**src/rtl/t05_sram_pkg.sv**
```systemverilog
// Shared types and constants for the team_05 SRAM burst port.
//   burst_state_t : burst sequencer states
//   *_BASE        : SRAM region base byte addresses of the compute clients
//   WORD_STRIDE   : byte distance between consecutive bus words
package t05_sram_pkg;

  typedef enum logic [2:0] {
    IDLE,
    ISSUE,
    WAIT_BUSY,
    WAIT_DONE,
    FINISH
  } burst_state_t;

  localparam logic [31:0] HIST_BASE  = 32'd0;
  localparam logic [31:0] HTREE_BASE = 32'd1024;
  localparam logic [31:0] CB_BASE    = 32'd2048;
  localparam logic [31:0] TRN_BASE   = 32'd0;

  localparam int unsigned WORD_STRIDE = 4;

  // Index width that stays at least one bit for a single client.
  function automatic int unsigned idx_width(input int unsigned n);
    return (n > 1) ? $clog2(n) : 1;
  endfunction

endpackage

```
**src/rtl/t05_rr_arbiter.sv**
```systemverilog
// Combinational round-robin arbiter.
//   req    : per-client request level
//   served : clients already served that have not yet dropped req
//   ptr    : highest-priority client index
//   grant  : first eligible client at or after ptr (wrapping)
//   valid  : some client is eligible
module t05_rr_arbiter
  import t05_sram_pkg::*;
#(
  parameter int unsigned NUM_CLIENTS = 4,
  parameter int unsigned IDX_W       = idx_width(NUM_CLIENTS)
) (
  input  logic [NUM_CLIENTS-1:0] req,
  input  logic [NUM_CLIENTS-1:0] served,
  input  logic [IDX_W-1:0]       ptr,
  output logic [IDX_W-1:0]       grant,
  output logic                   valid
);

  logic [NUM_CLIENTS-1:0] eligible;
  logic [IDX_W-1:0]       cand;

  // Scan from ptr upwards, taking the first eligible client.
  always_comb begin
    eligible = req & ~served;
    grant    = '0;
    valid    = 1'b0;
    cand     = '0;
    for (int unsigned k = 0; k < NUM_CLIENTS; k++) begin
      cand = IDX_W'((32'(ptr) + k) % NUM_CLIENTS);
      if (!valid && eligible[cand]) begin
        valid = 1'b1;
        grant = cand;
      end
    end
  end

endmodule

```
**src/rtl/t05_sram_burst_port.sv**
```systemverilog
// Multi-client SRAM burst engine in front of the wishbone SRAM master.
//   clk, nRst  : clock, asynchronous active-low reset
//   req*       : per-client burst requests (level, held until done/err)
//   rsp_rdata  : assembled read data shared by all clients
//   rsp_done   : one-cycle completion pulse per client
//   rsp_err    : one-cycle timeout pulse per client
//   wr_en/r_en : one-cycle bus strobes; addr/data_i held until next strobe
//   select     : byte select, always all lanes
//   data_o     : bus read data; busy_o : bus busy
module t05_sram_burst_port
  import t05_sram_pkg::*;
#(
  parameter int unsigned NUM_CLIENTS = 4,
  parameter int unsigned DATA_W      = 32,
  parameter int unsigned MAX_WORDS   = 4,
  parameter int unsigned ADDR_W      = 32,
  parameter int unsigned TIMEOUT     = 255
) (
  input  logic                                         clk,
  input  logic                                         nRst,
  input  logic [NUM_CLIENTS-1:0]                       req,
  input  logic [NUM_CLIENTS-1:0]                       req_wr,
  input  logic [NUM_CLIENTS*ADDR_W-1:0]                req_addr,
  input  logic [NUM_CLIENTS*$clog2(MAX_WORDS+1)-1:0]   req_len,
  input  logic [NUM_CLIENTS*MAX_WORDS*DATA_W-1:0]      req_wdata,
  output logic [MAX_WORDS*DATA_W-1:0]                  rsp_rdata,
  output logic [NUM_CLIENTS-1:0]                       rsp_done,
  output logic [NUM_CLIENTS-1:0]                       rsp_err,
  output logic                                         wr_en,
  output logic                                         r_en,
  output logic [3:0]                                   select,
  output logic [ADDR_W-1:0]                            addr,
  output logic [DATA_W-1:0]                            data_i,
  input  logic [DATA_W-1:0]                            data_o,
  input  logic                                         busy_o
);

  localparam int unsigned LEN_W = $clog2(MAX_WORDS + 1);
  localparam int unsigned TO_W  = $clog2(TIMEOUT + 1);
  localparam int unsigned IDX_W = idx_width(NUM_CLIENTS);
  localparam int unsigned BUF_W = MAX_WORDS * DATA_W;

  burst_state_t           state_q, state_n;
  logic [IDX_W-1:0]       grant_q, grant_n;
  logic [IDX_W-1:0]       ptr_q, ptr_n;
  logic                   wr_q, wr_n;
  logic [ADDR_W-1:0]      base_q, base_n;
  logic [LEN_W-1:0]       len_q, len_n;
  logic [LEN_W-1:0]       wcnt_q, wcnt_n;
  logic [BUF_W-1:0]       wbuf_q, wbuf_n;
  logic [TO_W-1:0]        to_q, to_n;
  logic                   err_q, err_n;
  logic [NUM_CLIENTS-1:0] served_q, served_n;

  logic [BUF_W-1:0]       rdata_n;
  logic [NUM_CLIENTS-1:0] done_n, errp_n;
  logic                   wr_en_n, r_en_n;
  logic [ADDR_W-1:0]      addr_n;
  logic [DATA_W-1:0]      data_i_n;

  logic [IDX_W-1:0]       arb_grant;
  logic                   arb_valid;
  logic [LEN_W-1:0]       len_sel;

  assign select = 4'b1111;

  t05_rr_arbiter #(
    .NUM_CLIENTS (NUM_CLIENTS),
    .IDX_W       (IDX_W)
  ) u_arb (
    .req    (req),
    .served (served_q),
    .ptr    (ptr_q),
    .grant  (arb_grant),
    .valid  (arb_valid)
  );

  // Next-state and registered-output logic.
  always_comb begin
    state_n  = state_q;
    grant_n  = grant_q;
    ptr_n    = ptr_q;
    wr_n     = wr_q;
    base_n   = base_q;
    len_n    = len_q;
    wcnt_n   = wcnt_q;
    wbuf_n   = wbuf_q;
    to_n     = to_q;
    err_n    = err_q;
    served_n = served_q & req;   // a client becomes eligible again once it drops req
    rdata_n  = rsp_rdata;
    done_n   = '0;
    errp_n   = '0;
    wr_en_n  = 1'b0;
    r_en_n   = 1'b0;
    addr_n   = addr;
    data_i_n = data_i;
    len_sel  = '0;

    unique case (state_q)
      IDLE: begin
        if (arb_valid) begin
          grant_n = arb_grant;
          err_n   = 1'b0;
          for (int i = 0; i < NUM_CLIENTS; i++) begin
            if (arb_grant == IDX_W'(i)) begin
              wr_n    = req_wr[i];
              base_n  = req_addr[i*ADDR_W +: ADDR_W];
              len_sel = req_len[i*LEN_W +: LEN_W];
              wbuf_n  = req_wdata[i*BUF_W +: BUF_W];
            end
          end
          len_n = (len_sel > LEN_W'(MAX_WORDS)) ? LEN_W'(MAX_WORDS) : len_sel;
          if (len_n == '0) begin
            state_n = FINISH;
          end else begin
            if (!wr_n) rdata_n = '0;
            wcnt_n  = '0;
            state_n = ISSUE;
          end
        end
      end

      ISSUE: begin
        to_n    = '0;
        state_n = WAIT_BUSY;
      end

      WAIT_BUSY: begin
        if (busy_o) begin
          state_n = WAIT_DONE;
        end else begin
          to_n = to_q + TO_W'(1);
          if (to_n == TO_W'(TIMEOUT)) begin
            err_n   = 1'b1;
            state_n = FINISH;
          end
        end
      end

      WAIT_DONE: begin
        if (!busy_o) begin
          if (!wr_q) begin
            for (int k = 0; k < MAX_WORDS; k++) begin
              if (wcnt_q == LEN_W'(k)) rdata_n[k*DATA_W +: DATA_W] = data_o;
            end
          end
          wcnt_n  = wcnt_q + LEN_W'(1);
          state_n = (wcnt_n == len_q) ? FINISH : ISSUE;
        end
      end

      FINISH: begin
        state_n = IDLE;
        ptr_n   = (grant_q == IDX_W'(NUM_CLIENTS - 1)) ? '0 : grant_q + IDX_W'(1);
        for (int i = 0; i < NUM_CLIENTS; i++) begin
          if (grant_q == IDX_W'(i)) served_n[i] = req[i];
        end
      end

      default: state_n = IDLE;
    endcase

    // Strobe, address and write word are launched on entry to ISSUE.
    if (state_n == ISSUE) begin
      wr_en_n = wr_n;
      r_en_n  = !wr_n;
      addr_n  = base_n + ADDR_W'(wcnt_n) * ADDR_W'(WORD_STRIDE);
      for (int k = 0; k < MAX_WORDS; k++) begin
        if (wcnt_n == LEN_W'(k)) data_i_n = wbuf_n[k*DATA_W +: DATA_W];
      end
    end

    // Completion pulse is high for the single FINISH cycle.
    if (state_n == FINISH) begin
      for (int i = 0; i < NUM_CLIENTS; i++) begin
        if (grant_n == IDX_W'(i)) begin
          if (err_n) errp_n[i] = 1'b1;
          else       done_n[i] = 1'b1;
        end
      end
    end
  end

  // State, context and output registers.
  always_ff @(posedge clk or negedge nRst) begin
    if (!nRst) begin
      state_q   <= IDLE;
      grant_q   <= '0;
      ptr_q     <= '0;
      wr_q      <= 1'b0;
      base_q    <= '0;
      len_q     <= '0;
      wcnt_q    <= '0;
      wbuf_q    <= '0;
      to_q      <= '0;
      err_q     <= 1'b0;
      served_q  <= '0;
      rsp_rdata <= '0;
      rsp_done  <= '0;
      rsp_err   <= '0;
      wr_en     <= 1'b0;
      r_en      <= 1'b0;
      addr      <= '0;
      data_i    <= '0;
    end else begin
      state_q   <= state_n;
      grant_q   <= grant_n;
      ptr_q     <= ptr_n;
      wr_q      <= wr_n;
      base_q    <= base_n;
      len_q     <= len_n;
      wcnt_q    <= wcnt_n;
      wbuf_q    <= wbuf_n;
      to_q      <= to_n;
      err_q     <= err_n;
      served_q  <= served_n;
      rsp_rdata <= rdata_n;
      rsp_done  <= done_n;
      rsp_err   <= errp_n;
      wr_en     <= wr_en_n;
      r_en      <= r_en_n;
      addr      <= addr_n;
      data_i    <= data_i_n;
    end
  end

endmodule

```
**config.mk**
```make
export PLATFORM = sky130hd
export DESIGN_NAME = t05_sram_burst_port
export DESIGN_NICKNAME = d
export VERILOG_FILES = /design/src/rtl/t05_sram_pkg.sv /design/src/rtl/t05_rr_arbiter.sv /design/src/rtl/t05_sram_burst_port.sv
export SDC_FILE = /design/constraint.sdc
export NUM_CORES = 1
export LEC_CHECK = 0
export ABC_AREA = 1
export BUFFER_PORTS_ARGS = -buffer_cell sky130_fd_sc_hd__buf_2
export CAP_MARGIN = 15
export CORE_AREA = 4 4 344 346
export DETAILED_ROUTE_END_ITERATION = 6
export DIE_AREA = 0 0 348 350
export SLEW_MARGIN = 40
export SYNTH_ARGS = -nofsm -noshare
export SYNTH_HDL_FRONTEND = slang
export SYNTH_SLANG_ARGS = --single-unit
```
**constraint.sdc**
```tcl
create_clock -name clk -period 5.3 [get_ports clk]
set_input_delay 0 -clock clk [delete_from_list [all_inputs] [get_ports clk]]
set_output_delay 0 -clock clk [all_outputs]
set_load 0.005 [all_outputs]
```
==> flow_summary.yaml, run 1 <==
outcome:
  status: "finished clean"
logic_synthesis:
  ys_seq_area_share_pct: 41.3
  synthFlopType: "dfrtp_1"
  netlist_area_um2: 23600
  synth_top_cell_by_area: "dfrtp_1"
  postSynth.asyncResetShare_pct: 100
  synth_area_leaders: "dfrtp_1 (41%), nand2_1 (17%), o21ai_0 (11%)"
  ys_ff_latch: 389
  synth_edf_count: 0
  syn_inst: 3368
  synth_top_area_share_pct: 41.3
  yosysWarnings: 0
  yosys.cell_types.count: 55
  syn_avg_cell_area_um2: 7.00
global_routing:
  antenna_found_initial: 65
  grt_use_met2_pct: 33.9
  grt_remaining_overflow: 0
  grt_pass1_vias: 28596
  grt_max_degree: 144
  grt_most_used_layer: "met2"
  grt_use_total_pct: 22.3
  grt_first_pass_wirelength_mm: 200
  grtUsageMet1_pct: 30.1
  use_met3_pct: 6.40
critical_path:
  reg2reg_slack_ps: 330
  path_class: "reg -> reg"
  rr_startpoint: "ptr_q[0]$_DFFE_PN0N_"
  r2r_end: "data_i[23]$_DFFE_PN0P_"
  cpPeakStageDelay_ps: 600
  cp_common_cell: "nand2_1"
  worstPathMaxFanout: 64
  path_cells: "inv_4 > nand3_2 > nand3_1 > nand2_2 > a21oi_1 > nand2_2 > nand2_8 > nand2_1 > inv_6 > buf_12 > nand2_1 > nand3_1 > o21ai_0 > dlygate4sd3_1 > nand2_1 > a22oi_1 > dlygate4sd3_1 > buf_4 > nand4_1 > nand3_1 > nand2_1 > nand3_1 > nand2_1"
  rr_worst_depth: 23
  cp_slowest_cell: "dlygate4sd3_1"
  start_kind: "flip-flop"
  critPathArrivalTime_ps: 5540
  end_kind: "flip-flop"
  critPathRequiredTime_ps: 5870
  crit_end: "data_i[23]$_DFFE_PN0P_"
  crit_path_start: "ptr_q[0]$_DFFE_PN0N_"
die:
  initial_core_util_pct: 20.4
  dieArea_um2: 122000
  fp.dieW_um: 348
  num_rows: 125
  core_area_um2: 115000
  die_y_um: 350
  ios: 901
power:
  peakVddDrop_uv: 554
  power_density_nw_per_um2: 865
  power.leakage_nw: 18.6
timing:
  tns_ps: 0
  max_freq_mhz: 201
  slew_viol_final: 0
  worst_pin_slew_ps: 893
  setup_viol: 0
  fin_hold_ws_ps: 27.7
  fin_crit_sh_pct: 93.9
  finalClockSkew_ps: 19.1
  final-hold-violation-count: 0
  relSlewSlack_pct: 40.4
  min_period_ps: 4970
  rsz0062_at_grt: "no"
placement:
  place.gp.congestion: 0.958
  placedInstanceArea_um2: 29600
  dp_cells: 5620
  place_hpwl_mm: 107
  portBuffers: 896
routing:
  dr.pass1.iters: 6
  drc: 0
  drtIter0Drc: 2903
  wl_per_cell_um: 23.5
  vias_per_cell: 4.84
  postRouteAntennaNets: 0
  via_count: 29783
  wl_mm: 144
flow_run:
  max-cap-violations: 0
worst_hold_path:
  min_from: "req_wdata[78]"
  hp-class: "in -> reg"
clock_network:
  ctsLongestPathBuffers: 3
  cts_tree: "yes"
  clock_sinks: 389
  path_clk_slew_ps: 60
  clk_latency_ps: 630
  root_buffer: "clkbuf_16"
  numCtsBuffers: 51
  h-tree-depth: 2
cells_and_area:
  finalCoreUtilization_pct: 30.8
  syn_to_final_growth_pct: 50.8
  final_cell_area_um2: 35500
  final_cells: 6154
  final_common_cell: "nand2_1"
  drive_gt1_share_pct: 24.4
  final_cell_mix: "nand2_1 (1,085), buf_2 (896), o21ai_0 (536), dlygate4sd3_1 (402), dfrtp_1 (388)"
  fin_nets: 5269
==> what timing repair did <==
item / 4_1_cts / 5_1_grt
endpoints found under the setup margin: 0 / 33
hold buffers: 403 / 0
hold endpoints to repair: 435 / 0
gates resized for setup: 0 / 8
buffers inserted: 0 / 4
==> layout make-up <==
type                            count  area (um2)
Fill cell                       12589       79900
Multi-Input combinational cell   2435       11700
Sequential cell                   389        9740
Timing Repair Buffer             1366        9190
Tap cell                         1524        1910
Clock buffer                       69        1430
Inverter                          316        1210
Clock inverter                     23         253
Antenna cell                       32        80.1
==> power breakdown <==
group          total (mW)  internal (mW)  switching (mW)  leakage, nW
sequential           5.02           4.30           0.724         5.01
combinational        22.1           7.46            14.7         12.8
clock                3.59           2.06            1.54        0.825
total                30.8           13.8            16.9         18.6
==> through the flow <==
stage	setup WS, ps	power, mW
global placement	643	24.1
global route	2.93	33.1
finish	326	30.8
CTS	115	30.5
floorplan	1230	16.4
detailed placement	712	24.3
==> cell usage after synthesis, types with 2 or more instances <==
| library cell | n |
|---|---|
| nand2_1 | 1088 |
| o21ai_0 | 538 |
| dfrtp_1 | 389 |
| inv_1 | 307 |
| nand3_1 | 205 |
| nor2_1 | 149 |
| clkbuf_1 | 131 |
| a21oi_1 | 106 |
| a22oi_1 | 84 |
| buf_2 | 65 |
| o211ai_1 | 45 |
| nand4_1 | 29 |
| a221oi_1 | 25 |
| buf_4 | 16 |
| ha_1 | 14 |
| xor2_1 | 14 |
| o21ai_1 | 13 |
| buf_1 | 12 |
| o22ai_1 | 12 |
| or2_2 | 12 |
| nand3b_1 | 9 |
| buf_6 | 8 |
| nand2_2 | 8 |
| nand3_2 | 7 |
| nor2_2 | 7 |
| o21a_1 | 7 |
| o221ai_1 | 7 |
| a21boi_0 | 6 |
| inv_2 | 6 |
| nor3_1 | 6 |
| xnor2_1 | 5 |
| a21o_1 | 3 |
| a31oi_1 | 3 |
| a32oi_1 | 3 |
| nor2_4 | 3 |
| a211o_1 | 2 |
| a211oi_1 | 2 |
| a21oi_4 | 2 |
| a221o_1 | 2 |
| clkinv_1 | 2 |
| o31ai_1 | 2 |
==> metal layers <==
layer	part of all wire, %	vias to the layer above
met5	0.12	-
met4	3.9	28
met3	9.7	321
met2	43	1615
met1	43	14335
li1	-	13484
==> how the worst min path moves through the flow <==
stage | slack, ps | depth (start not counted) | to
detailed placement | 100 | 1 | rsp_rdata[27]$_DFFE_PN0P_
floorplan | -300 | 0 | addr[0]$_DFFE_PN0P_
global placement | 110 | 1 | rsp_rdata[27]$_DFFE_PN0P_
CTS | 0.04 | 3 | wbuf_q[78]$_DFF_PN0_
finish | 30 | 3 | wbuf_q[78]$_DFF_PN0_
global route | 70 | 3 | wbuf_q[78]$_DFF_PN0_
==> worst max-delay path, delay by kind of cell (launching register included) <==
kind / cells / cell delay, ps
buf+inv: 6 / 2010
simple gates: 14 / 1960
flops: 1 / 510
compound gates: 3 / 370
==> cell families after synthesis <==
| kind of cell | synth area share, % |
|---|---|
| other | 0.0159 |
| AO/OA/AOI/OAI | 20.8 |
| flip-flops | 41.3 |
| buffers and inverters | 9.60 |
| AND/OR/NAND/NOR | 26.7 |
| adder cells (fa/ha/maj) | 0.828 |
| XOR/XNOR | 0.706 |
==> registers in the layout (all words and copies together), names as in the netlist, 2 cells and up <==
signal / flops
wcnt_q: 3
ptr_q: 2
len_q: 3
rsp_err: 4
wbuf_q: 128
addr: 32
data_i: 32
grant_q: 2
served_q: 4
base_q: 32
to_q: 8
rsp_rdata: 128
rsp_done: 4
state_q: 3
Note: power is estimated with default switching activity, not from simulation.
==> inputs of run 2 (changes only) <==
- ABC_AREA: 1 -> not set
- CORE_AREA: 4 4 344 346 -> 4 4 350 352
- DIE_AREA: 0 0 348 350 -> 0 0 354 356
==> run 2 against run 1 <==
  * The flow now finishes with violations (hold timing)
  * Die area up 3.5%
  * Final area fell by 4.9%
  * Count of clock-buffer cells in the layout shrank 4
  * Highest routed layer unchanged
  * Sequential power shrank 5.4%
  * Synthesized cell count is 28% lower
  * Via count decreased by 16%
  * Largest power group unchanged
==> flow_summary.yaml, run 2 <==
outcome:
  status: "finished, violations left"
  violations: "hold timing"
cells_and_area:
  fin_nets: 4310
  drive_gt1_share_pct: 30.4
  final_common_cell: "buf_2"
  final_cell_mix: "buf_2 (895), nand2_1 (618), dfrtp_1 (388), dlygate4sd3_1 (375), nand3_1 (168)"
  fillers: 12838
  largestRegisters: "rsp_rdata: 128 flops, wbuf_q: 128 flops"
  syn_to_final_growth_pct: 53.8
  final_cell_area_um2: 33800
global_routing:
  grt_max_degree: 150
  antenna_found_initial: 81
  grt_remaining_overflow: 0
  grt_first_pass_wirelength_mm: 184
  grt_pass1_vias: 24622
  grt_use_total_pct: 20.2
logic_synthesis:
  synth_edf_count: 0
  yosys.cell_types.count: 83
  synth_top_area_share_pct: 44.3
  synth_top_cell_by_area: "dfrtp_1"
  syn_inst: 2427
  syn_avg_cell_area_um2: 9.05
  synthFlopType: "dfrtp_1"
  yosysWarnings: 0
  postSynth.asyncResetShare_pct: 100
  ys_seq_area_share_pct: 44.3
  yosys-top-cells-count: "nand2_1 (618), dfrtp_1 (389), nand3_1 (169)"
  synth_area_leaders: "dfrtp_1 (44%), nand2_1 (11%), mux2_1 (6.2%)"
  netlist_area_um2: 22000
  synth.most_common_cell: "nand2_1"
  ys_ff_latch: 389
timing:
  setup_viol: 0
  tns_ps: 0
  fin_hold_ws_ps: -19.0
  rsz0062_at_grt: "no"
  finalClockSkew_ps: 41.2
  fin_crit_sh_pct: 93.8
  max_freq_mhz: 201
  final-hold-violation-count: 2
  worst_pin_slew_ps: 952
  min_period_ps: 4970
  slew_viol_final: 0
  relSlewSlack_pct: 36.5
routing:
  vias_per_cell: 4.72
  wl_per_cell_um: 25.3
  drc: 0
  via_count: 24880
  drtIter0Drc: 2135
  wl_mm: 133
  postRouteAntennaNets: 0
  dr.pass1.iters: 7
power:
  p_int_mw: 10.3
  p_switching_mw: 8.73
  peakVddDrop_uv: 382
  p_comb_share_pct: 56.2
  power.leakage_nw: 17.1
  switching_share_pct: 45.8
  p_clk_share_pct: 18.9
  power_density_nw_per_um2: 564
  seqPwrFrac_pct: 24.9
worst_hold_path:
  min_from: "req_wdata[351]"
  hold_path_depth: 5
  hp-class: "in -> reg"
  whs_endpoint: "wbuf_q[95]$_DFF_PN0_"
die:
  initial_core_util_pct: 18.4
  die_y_um: 356
  dieArea_um2: 126000
  fp.dieW_um: 354
  num_rows: 127
  ios: 901
  core_area_um2: 119000
clock_network:
  h-tree-depth: 2
  root_buffer: "clkbuf_16"
  cts_resized: 0
  path_clk_slew_ps: 60
  holdBufCountCts: 372
  clock_sinks: 389
  post_cts_buffers: 0
  clk_latency_ps: 650
  cts_tree: "yes"
  numCtsBuffers: 49
  ctsLongestPathBuffers: 3
critical_path:
  path_class: "reg -> reg"
  path_buf_inv: 4
  critPathArrivalTime_ps: 5500
  reg2reg_slack_ps: 330
  cpPeakStageDelay_ps: 620
  cp_top_family: "buffers and inverters"
  rr_startpoint: "served_q[0]$_DFF_PN0_"
  cp_slowest_cell: "dlygate4sd3_1"
  rr_worst_depth: 13
  path_cells: "or3b_1 > a21o_4 > nand2_8 > buf_12 > buf_6 > nand2_1 > nand3_1 > dlygate4sd3_1 > nand3_1 > dlygate4sd3_1 > nand2_1 > o221ai_1 > o31ai_1"
  end_kind: "flip-flop"
  start_kind: "flip-flop"
  crit_cells: 13
  critPathRequiredTime_ps: 5830
  r2r_end: "data_i[11]$_DFFE_PN0P_"
  worstPathMaxFanout: 149
placement:
  portBuffers: 896
  place.gp.congestion: 0.939
  placedInstanceArea_um2: 28200
  place_hpwl_mm: 105
flow_run:
  max-cap-violations: 0
run 2: cell count changes after synthesis, moves of 74 or more:
cell      change
a211oi_1     +74
a21o_1       +92
a21oi_1      -87
a22oi_1      -79
a311oi_1     +91
and3_1      +145
inv_1       -278
mux2_1      +120
nand2_1     -470
o21ai_0     -491
run 2: stage by stage:
step	worst slack (ps)	util, %	power, mW	hold WS (ps)	cells
after global placement	805	23.6	14.6	132	4782
final	327	28.3	19.0	-19.0	5276
after floorplan	1010	-	10.6	-296	2430
after global routing	46.9	28.3	20.3	15.7	5260
after CTS	255	28.2	19.2	0.863	5246
after detailed placement	791	23.6	14.7	133	4783
run 2: final cells by class:
class / count / area (um2) / share of cell area, %
Inverter: 31 / 116 / 0.344
Timing Repair Buffer: 1324 / 8840 / 26.2
Antenna cell: 24 / 60.1 / 0.178
Clock buffer: 65 / 1390 / 4.10
Clock inverter: 26 / 329 / 0.974
Tap cell: 1612 / 2020 / 5.97
Sequential cell: 389 / 9740 / 28.8
Multi-Input combinational cell: 1805 / 11300 / 33.4
run 2: layer usage:
| metal | GRT usage, % | vias to the layer above | routed length, um |
|---|---|---|---|
| li1 | - | 11092 | - |
| met2 | 33.3 | 1197 | 61500 |
| met1 | 27.4 | 12340 | 59200 |
| met4 | 4.36 | 18 | 3400 |
| met5 | 0 | - | 117 |
| met3 | 4.04 | 233 | 9100 |
run 2: how the worst max path moves through the flow:
stage | from | end
final | served_q[0]$_DFF_PN0_ | data_i[11]$_DFFE_PN0P_
after global routing | served_q[0]$_DFF_PN0_ | addr[23]$_DFFE_PN0P_
after CTS | served_q[2]$_DFF_PN0_ | addr[23]$_DFFE_PN0P_
after detailed placement | served_q[2]$_DFF_PN0_ | addr[23]$_DFFE_PN0P_
after global placement | served_q[0]$_DFF_PN0_ | data_i[11]$_DFFE_PN0P_
after floorplan | served_q[0]$_DFF_PN0_ | addr[30]$_DFFE_PN0P_
run 2: kinds of logic after synthesis:
family	synth area share, %
XOR/XNOR	0.638
buffers and inverters	4.93
multiplexers	9.39
flip-flops	44.3
AO/OA/AOI/OAI	16.0
AND/OR/NAND/NOR	23.8
adder cells (fa/ha/maj)	0.889
other	0.0171
run 2: worst register-to-register path: stages, from the launching register on:
cell           delay [ps]
dfrtp_1               400
or3b_1                460
a21o_4                340
nand2_8               140
buf_12                370
buf_6                 970
nand2_1               200
nand3_1               120
dlygate4sd3_1         580
nand3_1                80
dlygate4sd3_1         620
nand2_1               110
o221ai_1              220
o31ai_1               260
run 2: power groups by stage:
stage	sequential [mW]	clock (mW)	combinational, mW
after floorplan	4.66	0	5.90
after global placement	4.76	0	9.83
after detailed placement	4.79	0	9.92
after CTS	4.74	3.71	10.8
after global routing	4.86	3.82	11.6
final	4.75	3.59	10.7
